<file path="config.mk">
export PLATFORM = sky130hd
export DESIGN_NAME = alu_inst_sequencer_flat
export DESIGN_NICKNAME = d
export VERILOG_FILES = /design/src/rtl/alu_seq_pkg.sv /design/src/rtl/alu_seq_if.sv /design/src/rtl/alu_seq_imem.sv /design/src/rtl/alu_inst_sequencer.sv /design/src/flat_wrapper.sv
export SDC_FILE = /design/constraint.sdc
export NUM_CORES = 1
export LEC_CHECK = 0
export BUFFER_PORTS_ARGS = -buffer_cell sky130_fd_sc_hd__buf_2
export CAP_MARGIN = 15
export CORE_ASPECT_RATIO = 1.4
export CORE_UTILIZATION = 40
export CTS_BUF_LIST = sky130_fd_sc_hd__clkbuf_4
export DETAILED_ROUTE_END_ITERATION = 12
export PLACE_DENSITY = 0.64
export SYNTH_ARGS = -nofsm -noshare
export SYNTH_HDL_FRONTEND = slang
export SYNTH_SLANG_ARGS = --single-unit
</file>
<file path="constraint.sdc">
create_clock -name clk -period 2 [get_ports clk]
set_input_delay 0 -clock clk [delete_from_list [all_inputs] [get_ports clk]]
set_output_delay 0 -clock clk [all_outputs]
set_load 0.01 [all_outputs]
</file>
<file path="src/rtl/alu_seq_pkg.sv">
// Shared widths and FSM encoding for the ALU instruction sequencer.
package alu_seq_pkg;

  localparam int INST_W = 10;
  localparam int RES_W  = 4;

  typedef enum logic [2:0] {
    S_IDLE   = 3'd0,
    S_ISSUE  = 3'd1,
    S_SETTLE = 3'd2,
    S_HOLD   = 3'd3,
    S_DONE   = 3'd4
  } state_t;

endpackage

</file>
<file path="src/rtl/alu_seq_if.sv">
// Result stream from the sequencer to its downstream consumer (valid/ready).
interface alu_seq_if
  import alu_seq_pkg::*;
#(
  parameter int AW = 3
) ();

  logic             res_valid;
  logic [RES_W-1:0] res_data;
  logic [AW-1:0]    res_idx;
  logic             res_ready;

  modport master (output res_valid, output res_data, output res_idx, input res_ready);
  modport slave  (input res_valid, input res_data, input res_idx, output res_ready);

endinterface

</file>
<file path="src/rtl/alu_seq_imem.sv">
// Instruction store: register array with synchronous write and asynchronous read.
module alu_seq_imem
  import alu_seq_pkg::*;
#(
  parameter int DEPTH = 8,
  parameter int AW    = 3
) (
  input  logic              clk,
  input  logic              we,
  input  logic [AW-1:0]     waddr,
  input  logic [INST_W-1:0] wdata,
  input  logic [AW-1:0]     raddr,
  output logic [INST_W-1:0] rdata
);

  logic [INST_W-1:0] mem [DEPTH];

  // NOTE: no reset on the array; the program must survive a reset, and a
  // reset here would also stop the array mapping onto plain storage.
  always_ff @(posedge clk) begin
    if (we) mem[waddr] <= wdata;
  end

  assign rdata = mem[raddr];

endmodule

</file>
<file path="src/rtl/alu_inst_sequencer.sv">
// Issues stored 10-bit instruction words to a combinational ALU and streams the results.
// Optional macro ALU_SEQ_CHECKSUM_EN builds a running XOR of accepted results.
module alu_inst_sequencer
  import alu_seq_pkg::*;
#(
  parameter int DEPTH      = 8,
  parameter int AW         = 3,
  parameter int SETTLE_CYC = 1
) (
  input  logic              clk,
  input  logic              rst,
  input  logic              ld_en,
  input  logic [AW-1:0]     ld_addr,
  input  logic [INST_W-1:0] ld_data,
  input  logic              start,
  input  logic [AW:0]       prog_len,
  output logic              busy,
  output logic              done,
  output logic [INST_W-1:0] alu_inst,
  input  logic [RES_W-1:0]  alu_out,
  alu_seq_if.master         res,
  output logic [RES_W-1:0]  checksum
);

  localparam int CW = (SETTLE_CYC > 1) ? $clog2(SETTLE_CYC) : 1;

  state_t            state_q, state_d;
  logic [AW-1:0]     pc_q;
  logic [AW:0]       len_q;
  logic [CW-1:0]     cnt_q;
  logic [INST_W-1:0] alu_inst_q;
  logic              res_valid_q;
  logic [RES_W-1:0]  res_data_q;
  logic [AW-1:0]     res_idx_q;
  logic [INST_W-1:0] imem_rdata;
  logic [AW:0]       len_clamped;
  logic              last;
  logic              handshake;

  alu_seq_imem #(.DEPTH(DEPTH), .AW(AW)) u_imem (
    .clk   (clk),
    .we    (ld_en && (state_q == S_IDLE)),
    .waddr (ld_addr),
    .wdata (ld_data),
    .raddr (pc_q),
    .rdata (imem_rdata)
  );

  assign len_clamped = (prog_len > (AW+1)'(DEPTH)) ? (AW+1)'(DEPTH) : prog_len;
  assign last        = ({1'b0, pc_q} == (len_q - (AW+1)'(1)));
  assign handshake   = (state_q == S_HOLD) && res_valid_q && res.res_ready;

  // NOTE: sequential state uses non-blocking assignments so every register
  // samples pre-edge values, independent of block ordering.
  always_ff @(posedge clk or posedge rst) begin
    if (rst) state_q <= S_IDLE;
    else     state_q <= state_d;
  end

  // NOTE: state_d gets its default first so no path leaves it unassigned (no latch).
  always_comb begin
    state_d = state_q;
    unique case (state_q)
      S_IDLE:   if (start) state_d = (prog_len == '0) ? S_DONE : S_ISSUE;
      S_ISSUE:  state_d = S_SETTLE;
      S_SETTLE: if (cnt_q == '0) state_d = S_HOLD;
      S_HOLD:   if (handshake) state_d = last ? S_DONE : S_ISSUE;
      S_DONE:   state_d = S_IDLE;
      default:  state_d = S_IDLE;
    endcase
  end

  always_ff @(posedge clk or posedge rst) begin
    if (rst) begin
      pc_q        <= '0;
      len_q       <= '0;
      cnt_q       <= '0;
      alu_inst_q  <= '0;
      res_valid_q <= 1'b0;
      res_data_q  <= '0;
      res_idx_q   <= '0;
    end else begin
      unique case (state_q)
        S_IDLE: begin
          if (start) begin
            pc_q  <= '0;
            len_q <= len_clamped;
          end
        end
        S_ISSUE: begin
          alu_inst_q <= imem_rdata;
          cnt_q      <= CW'(SETTLE_CYC - 1);
        end
        S_SETTLE: begin
          if (cnt_q == '0) begin
            res_data_q  <= alu_out;
            res_idx_q   <= pc_q;
            res_valid_q <= 1'b1;
          end else begin
            cnt_q <= cnt_q - 1'b1;
          end
        end
        S_HOLD: begin
          if (handshake) begin
            res_valid_q <= 1'b0;
            // pc stops at the last word so it can never wrap past DEPTH issues
            if (!last) pc_q <= pc_q + 1'b1;
          end
        end
        default: ;
      endcase
    end
  end

`ifdef ALU_SEQ_CHECKSUM_EN
  logic [RES_W-1:0] checksum_q;

  always_ff @(posedge clk or posedge rst) begin
    if (rst)                              checksum_q <= '0;
    else if ((state_q == S_IDLE) && start) checksum_q <= '0;
    else if (handshake)                   checksum_q <= checksum_q ^ res_data_q;
  end

  assign checksum = checksum_q;
`else
  assign checksum = '0;
`endif

  assign busy          = (state_q != S_IDLE);
  assign done          = (state_q == S_DONE);
  assign alu_inst      = alu_inst_q;
  assign res.res_valid = res_valid_q;
  assign res.res_data  = res_data_q;
  assign res.res_idx   = res_idx_q;

endmodule

</file>
<file path="src/flat_wrapper.sv">
// flat-port wrapper written by rule: the top's interface ports become plain ports
module alu_inst_sequencer_flat import alu_seq_pkg::*;
#(
  parameter int DEPTH      = 8,
  parameter int AW         = 3,
  parameter int SETTLE_CYC = 1
)
  (clk, rst, ld_en, ld_addr, ld_data, start, prog_len, busy, done, alu_inst, alu_out, checksum, res_res_valid, res_res_data, res_res_idx, res_res_ready);
  alu_seq_if #(.AW(AW)) res_i ();
  input  logic clk;
  input  logic rst;
  input  logic ld_en;
  input  logic [AW-1:0] ld_addr;
  input  logic [INST_W-1:0] ld_data;
  input  logic start;
  input  logic [AW:0] prog_len;
  output logic busy;
  output logic done;
  output logic [INST_W-1:0] alu_inst;
  input  logic [RES_W-1:0] alu_out;
  output logic [RES_W-1:0] checksum;
  output wire logic [$bits(res_i.res_valid)-1:0] res_res_valid;
  output wire logic [$bits(res_i.res_data)-1:0] res_res_data;
  output wire logic [$bits(res_i.res_idx)-1:0] res_res_idx;
  input wire logic [$bits(res_i.res_ready)-1:0] res_res_ready;
  assign res_res_valid = res_i.res_valid;
  assign res_res_data = res_i.res_data;
  assign res_res_idx = res_i.res_idx;
  assign res_i.res_ready = res_res_ready;
  alu_inst_sequencer #(.DEPTH(DEPTH), .AW(AW), .SETTLE_CYC(SETTLE_CYC)) u_core (.clk(clk), .rst(rst), .ld_en(ld_en), .ld_addr(ld_addr), .ld_data(ld_data), .start(start), .prog_len(prog_len), .busy(busy), .done(done), .alu_inst(alu_inst), .alu_out(alu_out), .res(res_i), .checksum(checksum));
endmodule
</file>
# [After elaboration in Yosys (flattened, before gate mapping)]
# Memory sizes are Yosys's and may differ from the RTL's. A register that Yosys moved wholly into a read port is not among the register bits.
# Cells that the tools add are included.
[word_totals] memories=1 ram_bits=80 wordCells=54 output_inout_bits=24 in_bits=26 regBits=19
[mem_list] name="u_core.u_imem.mem" words=8 width=10 rd=1 rd_clocked_by_memory_dff=1 write_ports=1 line_no="alu_seq_imem.sv:16" rtl="logic [INST_W-1:0] mem [DEPTH];"
[classes] n_reduce_logical=14 n_eq_ne=9 muxes=18 add_sub_neg=3 order_cmp=1 n_bitwise=1
[ops] cell="$mux W3" count=8
[ops] cell="$pmux W3 S4" count=1
[ops] cell="$eq A3 B2 Y1 const B" count=2
[ops] cell="$ne A2 B2 Y1 const B" count=3
[ops] cell="$pmux W3 S2" count=1
[ops] cell="$reduce_and A3 Y1" count=2
[ops] cell="$reduce_bool A2 Y1" count=3
[ops] cell="$mux W1" count=5
[ops] cell="$eq A3 B4 Y1" count=1
[ops] cell="$gt A4 B4 Y1 const B" count=1
[ops] cell="$logic_not A4 Y1" count=1
[ops] cell="$mux W4" count=1
[ops] cell="$pmux W1 S2" count=2
[ops] cell="$reduce_and A2 Y1" count=2
[ops] cell="$reduce_and A4 Y1" count=1
[ops] cell="$sub A4 B1 Y4 const B" count=1
[ops] cell="$add A3 B1 Y3 const B" count=1
[ops] cell="$eq A3 B1 Y1 const B" count=1
[ops] cell="$eq A3 B3 Y1 const B" count=1
[ops] cell="$logic_and A1 B1 Y1" count=3
[ops] cell="$logic_not A3 Y1" count=1
[ops] cell="$reduce_bool A3 Y1" count=1
[ops] cell="$ne A2 B1 Y1 const B" count=1
[ops] cell="$not A1 Y1" count=1
[ops] cell="$sub A1 B1 Y1 const B" count=1

# [Logic depth before layout (Yosys ltp)]
# Gate-level depths: netlist of run 1.
[logic_depth] depth_word=5 mapped_depth=7 depth_no_buf=7

# [Cells and area by module]
# Synthesis of run 1 repeated with hierarchy kept, for this count alone.
[unflattened] cells_unflattened=236 area_unflattened_um2=4433.0
[modules_own_cells] mod="alu_seq_imem" seq_area_each_um2=2402.3 instances=1 area_per_inst_um2=3133.0 cells_each=128
[modules_own_cells] mod="alu_inst_sequencer" seq_area_each_um2=700.7 instances=1 area_per_inst_um2=1300.0 cells_each=108

# [Least setup slack after synthesis of run 1]
# Ideal clock, no wire load.
[synth_path] kind="reg2reg" from="reg u_core.state_q[0]" to="mem u_core.u_imem.mem[1][0] (enable)" synth_period_minus_slack_ps=2193 path_slack_ps=-193 setup_time_ps=390 n_path_buf=1 t_required_ps=1610 arrival_time_ps=1804 path_stages_with_launch=5 cell_sequence="dfrtp_1 > buf_2 > nor3_1 > nand3_1 > nor3_1"
[synth_via] elab_chain_cells=4
[synth_rtl] item="start, declared" line_no="alu_inst_sequencer.sv:27" rtl="state_t state_q, state_d;"
[synth_rtl] item="start signal, assigned" line_no="alu_inst_sequencer.sv:57" rtl="else state_q <= state_d;"
[synth_rtl] item="$logic_not A3 Y1" line_no="alu_inst_sequencer.sv:42" rtl=".we (ld_en && (state_q == S_IDLE)),"
[synth_rtl] item="$logic_and A1 B1 Y1" line_no="alu_inst_sequencer.sv:42"
[synth_rtl] item="$mux W1" line_no="alu_seq_imem.sv:21" rtl="if (we) mem[waddr] <= wdata;"
[synth_rtl] item="$mux W1 (not written as such)" line_no="alu_seq_imem.sv:21"
[synth_rtl] item="end, declared" line_no="alu_seq_imem.sv:16"
# No other way between the ends.

# [Worst setup path in the final report of run 1]
[layout_path] from="reg u_core.len_q[0]" to="reg u_core.pc_q[0]"
[layout_via] elab_chain_cells=4
[layout_rtl] item="start, declared" line_no="alu_inst_sequencer.sv:29" rtl="logic [AW:0] len_q;"
[layout_rtl] item="start signal, assigned" line_no="alu_inst_sequencer.sv:87" rtl="len_q <= len_clamped;"
[layout_rtl] item="$sub A4 B1 Y4" line_no="alu_inst_sequencer.sv:50" rtl="assign last = ({1'b0, pc_q} == (len_q - (AW+1)'(1)));"
[layout_rtl] item="$eq A3 B4 Y1" line_no="alu_inst_sequencer.sv:50"
[layout_rtl] item="$ne A2 B2 Y1 (no source line)"
[layout_rtl] item="$reduce_and A4 Y1 (no source line)"
[layout_rtl] item="end signal, assigned" line_no="alu_inst_sequencer.sv:107" rtl="if (!last) pc_q <= pc_q + 1'b1;"
[layout_rtl] item="end, declared" line_no="alu_inst_sequencer.sv:28" rtl="logic [AW-1:0] pc_q;"
# No other way between the ends.
# A chain may end at the register's enable or synchronous reset.

==> results of run 1 <==
## worst max-delay path, cell delays in order (launching register included)
cell and delay [ps]:
sky130_fd_sc_hd__dfrtp_1 420, sky130_fd_sc_hd__inv_1 70, sky130_fd_sc_hd__ha_1 220, sky130_fd_sc_hd__xor2_2 160
sky130_fd_sc_hd__or3_1 340, sky130_fd_sc_hd__a22oi_2 230, sky130_fd_sc_hd__nor2_1 100, sky130_fd_sc_hd__mux2_2 260
## Yosys cell counts
library cell,n
sky130_fd_sc_hd__ha_1,2
sky130_fd_sc_hd__clkbuf_1,7
sky130_fd_sc_hd__or4_1,1
sky130_fd_sc_hd__o21ai_0,3
sky130_fd_sc_hd__a211o_1,1
sky130_fd_sc_hd__buf_2,6
sky130_fd_sc_hd__xor2_1,3
sky130_fd_sc_hd__or3_1,1
sky130_fd_sc_hd__dfrtp_1,28
sky130_fd_sc_hd__nand3b_1,4
sky130_fd_sc_hd__nor2_1,20
sky130_fd_sc_hd__nor3b_1,3
sky130_fd_sc_hd__buf_4,4
sky130_fd_sc_hd__nand2b_1,3
sky130_fd_sc_hd__a31oi_1,12
sky130_fd_sc_hd__a21o_1,2
sky130_fd_sc_hd__mux4_2,20
sky130_fd_sc_hd__conb_1,1
sky130_fd_sc_hd__a21oi_1,2
sky130_fd_sc_hd__a22oi_2,1
sky130_fd_sc_hd__nand2_1,30
sky130_fd_sc_hd__a22o_1,1
sky130_fd_sc_hd__edfxtp_1,80
sky130_fd_sc_hd__a21boi_2,1
sky130_fd_sc_hd__nand3_1,2
sky130_fd_sc_hd__a221oi_2,1
sky130_fd_sc_hd__or3b_1,1
sky130_fd_sc_hd__o31ai_1,1
sky130_fd_sc_hd__mux2_2,9
sky130_fd_sc_hd__nor3_1,7
sky130_fd_sc_hd__and3b_1,1
sky130_fd_sc_hd__inv_1,6
## report_power, final
| group | total (W) | internal (W) | leakage [nW] | switching (W) |
|---|---|---|---|---|
| combinational | 0.00231 | 0.00115 | 0.791 | 0.00115 |
| clock | 0.00107 | 0.000377 | 0.0690 | 0.000691 |
| sequential | 0.00298 | 0.00274 | 1.05 | 0.000246 |
| total | 0.00636 | 0.00426 | 1.91 | 0.00209 |
## per-stage QoR
step	cells	worst slack, ps	util [%]
floorplan	267	64.2	-
global placement	448	137	46.1
detailed placement	448	99.9	46.1
CTS	487	63.6	49.6
global route	489	-7.83	49.9
finish	489	104	49.9
## metal layers
metal  part of all wire [%]  wire length (um)  up-vias
li1                       -                 -     1154
met1                     43              3630     1243
met2                     51              4280       81
met3                    3.8               321       10
met4                    1.8               148        0
met5                      0                 0        -
## worst max-delay path by stage
stage	endpoint	from	slack, ps	cells past startpoint
6_report	u_core.pc_q[0]	u_core.len_q[0]	100	7
5_1_grt	u_core.pc_q[0]	u_core.len_q[0]	-8	7
4_1_cts	u_core.pc_q[2]	u_core.len_q[0]	60	7
3_5_place_dp	u_core.pc_q[2]	u_core.len_q[0]	100	7
3_3_place_gp	u_core.pc_q[0]	u_core.len_q[0]	140	7
2_1_floorplan	u_core.u_imem.mem[3][0]	u_core.state_q[0]	60	4
## layout make-up
cell class	instances	area (um^2)
clock inverters	7	66.3
well taps	138	173
inverters	6	22.5
diodes	1	2.50
fillers	898	5240
repair buffers	84	613
clock buffers	9	67.6
multi-input cells	136	1170
flip-flops and latches	108	3110
## logic make-up (layout without fill, tap and decap cells)
logic type / after synthesis / in the layout / synth area share (%)
other: 1 / 5 / 0.0865
muxes: 29 / 29 / 12.7
xor gates and xnor gates: 3 / 3 / 0.607
adders and majority gates: 2 / 2 / 0.577
buffers and inverters: 23 / 106 / 2.51
AOI/OAI and AO/OA: 25 / 25 / 4.13
DFF: 108 / 108 / 71.6
and+or+nand+nor: 73 / 73 / 7.74
## sequential cells by signal (all words and copies together), names as in the netlist
register,count
u_core.len_q,4
u_core.res.res_data,4
u_core.res.res_idx,3
u_core.pc_q,3
u_core.state_q,3
u_core.res.res_valid,1
u_core.alu_inst,10
u_core.u_imem.mem,80
## repair_timing
action / 4_1_cts / 5_1_grt
hold endpoints to repair: 120 / 0
gates resized for setup: 0 / 5
hold buffers: 23 / 0
setup buffers: 0 / 1
endpoints found under the setup margin: 0 / 4
==> results_dict.tcl, run 1 <==
set metrics [dict create \
    vdd_ir_drop_max_mv 0.392 \
    cts_tree "yes" \
    hold_class "primary input to flip-flop" \
    cts_root_buffer "sky130_fd_sc_hd__clkbuf_4" \
    fin_worst_skew_ps 11.2 \
    critical_path.endpoint_type "flip-flop" \
    initial_standard_cell_utilization_of_the_core_pct 41.4 \
    critPathLaunchType "flip-flop" \
    m1_gr_usage_pct 19.8 \
    final_weighted_congestion_in_routability_driven_placement 0.746 \
    class_of_the_most_critical_setup_path "flip-flop to flip-flop" \
    drt_wl_total_um 8380 \
    reg2regPathDepth 7 \
    finalHoldWorstSlack_ps 99.0 \
    detailedRoute.firstIterationViolations 153 \
    grt_use_total_pct 16.1 \
    clock-sinks 108 \
    drcViolationCount 0 \
    cts_inserted_buffers 9 \
    syn-instance-count 264 \
    die_width_um 90.0 \
    htreeDepth 3 \
    cts.reportedPaths.clkPinSlew_ps 160 \
    synth_cell_type_count 32 \
    power.total_w 0.00636 \
    final_cell_mix "sky130_fd_sc_hd__edfxtp_1 (80), sky130_fd_sc_hd__buf_2 (45), sky130_fd_sc_hd__nand2_1 (30)" \
    totalNegativeSetupSlack_ps 0 \
    die-area_mm2 0.0113 \
    power-per-cell-area_mw_per_mm2 1220 \
    timing.max_cap.violations 0 \
    place_area_mm2 0.00482 \
    reg2reg_end "u_core.pc_q[0]" \
    hold-path-cell-count 3 \
    grt_first_pass_wirelength_um 13300 \
    fraction_of_layout_instances_using_a_drive_strength_above_1_pct 32.3 \
    drtAntennaViolNets 0 \
    grt_overflow_total 0 \
    power_leakage_nw 1.91 \
    area_growth_syn_to_layout_pct 20.4 \
    synth_area_leader_cell "sky130_fd_sc_hd__edfxtp_1" \
    grt_max_degree 29 \
    dp.final_hpwl_um 5200 \
    yosys.area.top_type_share_pct 55.4 \
    max-clock-path-buffers 2 \
    vias_per_cell 5.09 \
    grtUsageMet3_pct 2.19 \
    crit_required_ps 2350 \
    synth.yosys.warnings 0 \
    worst_ep_arrival_time_ps 2250 \
    fin_crit_sh_pct 94.8 \
    timing_max_transition_violations_final 0 \
    timing.final.crit_period_ps 1900 \
    synth_sequential_area_ratio_pct 71.6 \
    mean_routed_wirelength_per_cell_um 17.1 \
    first_global_vias 2533 \
    design_area_mm2 0.00522 \
    place.port_buffers 45 \
    syn_avg_cell_area_um2 16.4 \
    core_region_area_mm2 0.0105 \
    setup-violations-final 0 \
    reg2reg_setup_slack_ps 100 \
    outcome "completed" \
    pin_count 50 \
    finalHoldViolCount 0 \
    detailroute.via_count 2488 \
    worstPathMaxFanout 5 \
    worstReg2RegStart "u_core.len_q[0]" \
    holdPathEnd "u_core.u_imem.mem[0][0]" \
    layout.cells.most_common "sky130_fd_sc_hd__edfxtp_1" \
    antenna_violations_before_repair 1 \
    final_net_count 373 \
    synth_area_leaders "sky130_fd_sc_hd__edfxtp_1 (55%), sky130_fd_sc_hd__dfrtp_1 (16%), sky130_fd_sc_hd__mux4_2 (10%)" \
    groute.layer.met2.usage_pct 27.6 \
    clk-insertion-delay-late_ps 440 \
    hold_path_startpoint "ld_addr[1]" \
    drt-pass1-iter-count 4 \
    die_y_um 125 \
    max_clock_freq_ghz 0.527 \
    row_count 44 \
    synth-seq-cells 108 \
    synth.cell_area_mm2 0.00433 \
    busiest_layer "met2" \
]
No activity file was read; power rests on OpenSTA's default activity.
==> run 2, diff against run 1 <==
- CORE_UTILIZATION: 40 -> 50
- PLACE_DENSITY: 0.64 -> 0.77
==> run 2 against run 1 <==
Clock power barely moved. Maximum frequency fell by 0.78%. Flip-flop and latch count did not move. Highest routed layer unchanged. First-iteration DRC count fell by 7.2%. Largest power group unchanged. Power rose by 1.3%. Register-to-register slack barely moved. Utilization rose by 13 points. Via count rose by 3.4%. Wire length rose by 0.70%.
==> results_dict.tcl, run 2 (synthesized netlist as in run 1, its figures left out) <==
set metrics [dict create \
    critical-path-top-delay-family "simple AND/OR/NAND/NOR gates" \
    timing.final.crit_period_ps 1910 \
    final_net_count 384 \
    fin_crit_sh_pct 95.6 \
    drt_wl_total_um 8430 \
    pin_count 50 \
    worst-path-buf-inv 1 \
    antennaDiodeCount 0 \
    busiest_layer "met2" \
    cp_slowest_stage_delay_ps 410 \
    groute.layer.met2.usage_pct 35.0 \
    drtAntennaViolNets 0 \
    die_width_um 80.7 \
    grt_first_pass_wirelength_um 13100 \
    cts.reportedPaths.clkPinSlew_ps 160 \
    fin_worst_skew_ps 20.4 \
    power-per-cell-area_mw_per_mm2 1240 \
    core_region_area_mm2 0.00830 \
    dp.final_hpwl_um 5670 \
    cts_inserted_buffers 9 \
    htreeDepth 3 \
    cts_root_buffer "sky130_fd_sc_hd__clkbuf_4" \
    m1_gr_usage_pct 23.5 \
    timing.max_cap.violations 0 \
    final_cell_mix "sky130_fd_sc_hd__edfxtp_1 (80), sky130_fd_sc_hd__buf_2 (45), sky130_fd_sc_hd__nand2_1 (30)" \
    final_weighted_congestion_in_routability_driven_placement 0.822 \
    fraction_of_layout_instances_using_a_drive_strength_above_1_pct 33.5 \
    grt_max_degree 29 \
    die-area_mm2 0.00905 \
    row_count 39 \
    finalHoldViolCount 0 \
    timing_max_transition_violations_final 0 \
    grt_overflow_total 0 \
    grt_use_total_pct 20.2 \
    detailedRoute.firstIterationViolations 142 \
    layout.cells.most_common "sky130_fd_sc_hd__edfxtp_1" \
    cell_by_cell_trace_of_the_critical_path "inv_1 -> ha_1 -> xor2_2 -> or3_1 -> a22oi_2 -> nor2_1 -> mux2_2" \
    antenna_violations_before_repair 0 \
    detailroute.via_count 2573 \
    outcome "completed" \
    area_growth_syn_to_layout_pct 20.3 \
    fin_util_pct 62.9 \
    grtUsageMet3_pct 4.15 \
    cts_tree "yes" \
    die_y_um 112 \
    vias_per_cell 5.56 \
    critical_path.endpoint_type "flip-flop" \
    mean_routed_wirelength_per_cell_um 18.2 \
    setup-violations-final 0 \
    max_clock_freq_ghz 0.523 \
    first_global_vias 2637 \
    class_of_the_most_critical_setup_path "flip-flop to flip-flop" \
    place.port_buffers 45 \
    clk-insertion-delay-late_ps 440 \
    largest_register_ff_count 80 \
    max-clock-path-buffers 2 \
    critical_path.slowest_cell "sky130_fd_sc_hd__dfrtp_1" \
    drt-pass1-iter-count 4 \
    critPathLaunchType "flip-flop" \
    drcViolationCount 0 \
    power_leakage_nw 1.97 \
    vdd_ir_drop_max_mv 0.898 \
    crit_required_ps 2350 \
    hold_class "primary input to flip-flop" \
    placement.setup.worst_slack_ps 94.0 \
    worst_ep_arrival_time_ps 2260 \
    clock-sinks 108 \
    layout_setup_ws_ps 88.9 \
    largest-register "u_core.u_imem.mem" \
    initial_standard_cell_utilization_of_the_core_pct 52.2 \
    worstPathMaxFanout 5 \
]
==> run 2: where the power goes <==
group	internal (W)	switching [W]	total, W
Clock	0.000380	0.000680	0.00106
Sequential	0.00273	0.000199	0.00293
Combinational	0.00120	0.00125	0.00245
==> run 2: worst paths after layout <==
check / startpoint / end / slack (ps) / cells past startpoint
hold / removal: ld_addr[2] / u_core.u_imem.mem[1][6] / 80 / 3
setup / recovery: u_core.len_q[0] / u_core.pc_q[0] / 90 / 7
hold reg to reg: u_core.res.res_valid / u_core.res.res_valid / 520 / 1
min in group asynchronous: rst / u_core.res.res_data[0] / 150 / 4
max in group asynchronous: rst / u_core.alu_inst[0] / 1580 / 4
setup reg to reg: u_core.len_q[0] / u_core.pc_q[0] / 90 / 7
==> run 2: timing repair <==
action | in CTS | in global routing
setup endpoints to repair | 0 | 3
gates resized for setup | 0 | 1
hold buffers | 24 | 0
setup buffers | 0 | 1
hold endpoints to repair | 121 | 0
==> run 2: through the flow <==
step                      hold WS [ps]  total power [W]  cells  TNS, ps  area, um^2
final                             76.3          0.00644    463        0        5210
after global routing              51.6          0.00683    463    -27.2        5210
after CTS                         42.2          0.00646    462        0        5200
after detailed placement          91.5          0.00534    422        0        4830
after global placement            87.7          0.00525    422        0        4830
after floorplan                   65.4          0.00460    267        0        4350
==> run 2: layer usage <==
layer  vias to the layer above  routed length (um)
met5                         -                   0
met2                        72                4550
li1                       1176                   -
met4                         0                 216
met1                      1307                3350
met3                        18                 320
==> run 2: final cells by class <==
type / instances / area [um^2]
Clock inverter: 7 / 65.1
Sequential cell: 108 / 3100
Tap cell: 102 / 128
Inverter: 6 / 22.5
Fill cell: 594 / 3080
Timing Repair Buffer: 95 / 673
Clock buffer: 9 / 67.6
Multi-Input combinational cell: 136 / 1150
==> run 2: worst reg2reg max path, delay by kind of cell, from the launching register on <==
| kind | cells | cell delay [ps] |
|---|---|---|
| muxes | 1 | 280 |
| AOI/OAI and AO/OA | 1 | 230 |
| xor gates and xnor gates | 1 | 170 |
| and+or+nand+nor | 2 | 440 |
| DFF | 1 | 410 |
| buffers and inverters | 1 | 70 |
| adders and majority gates | 1 | 220 |
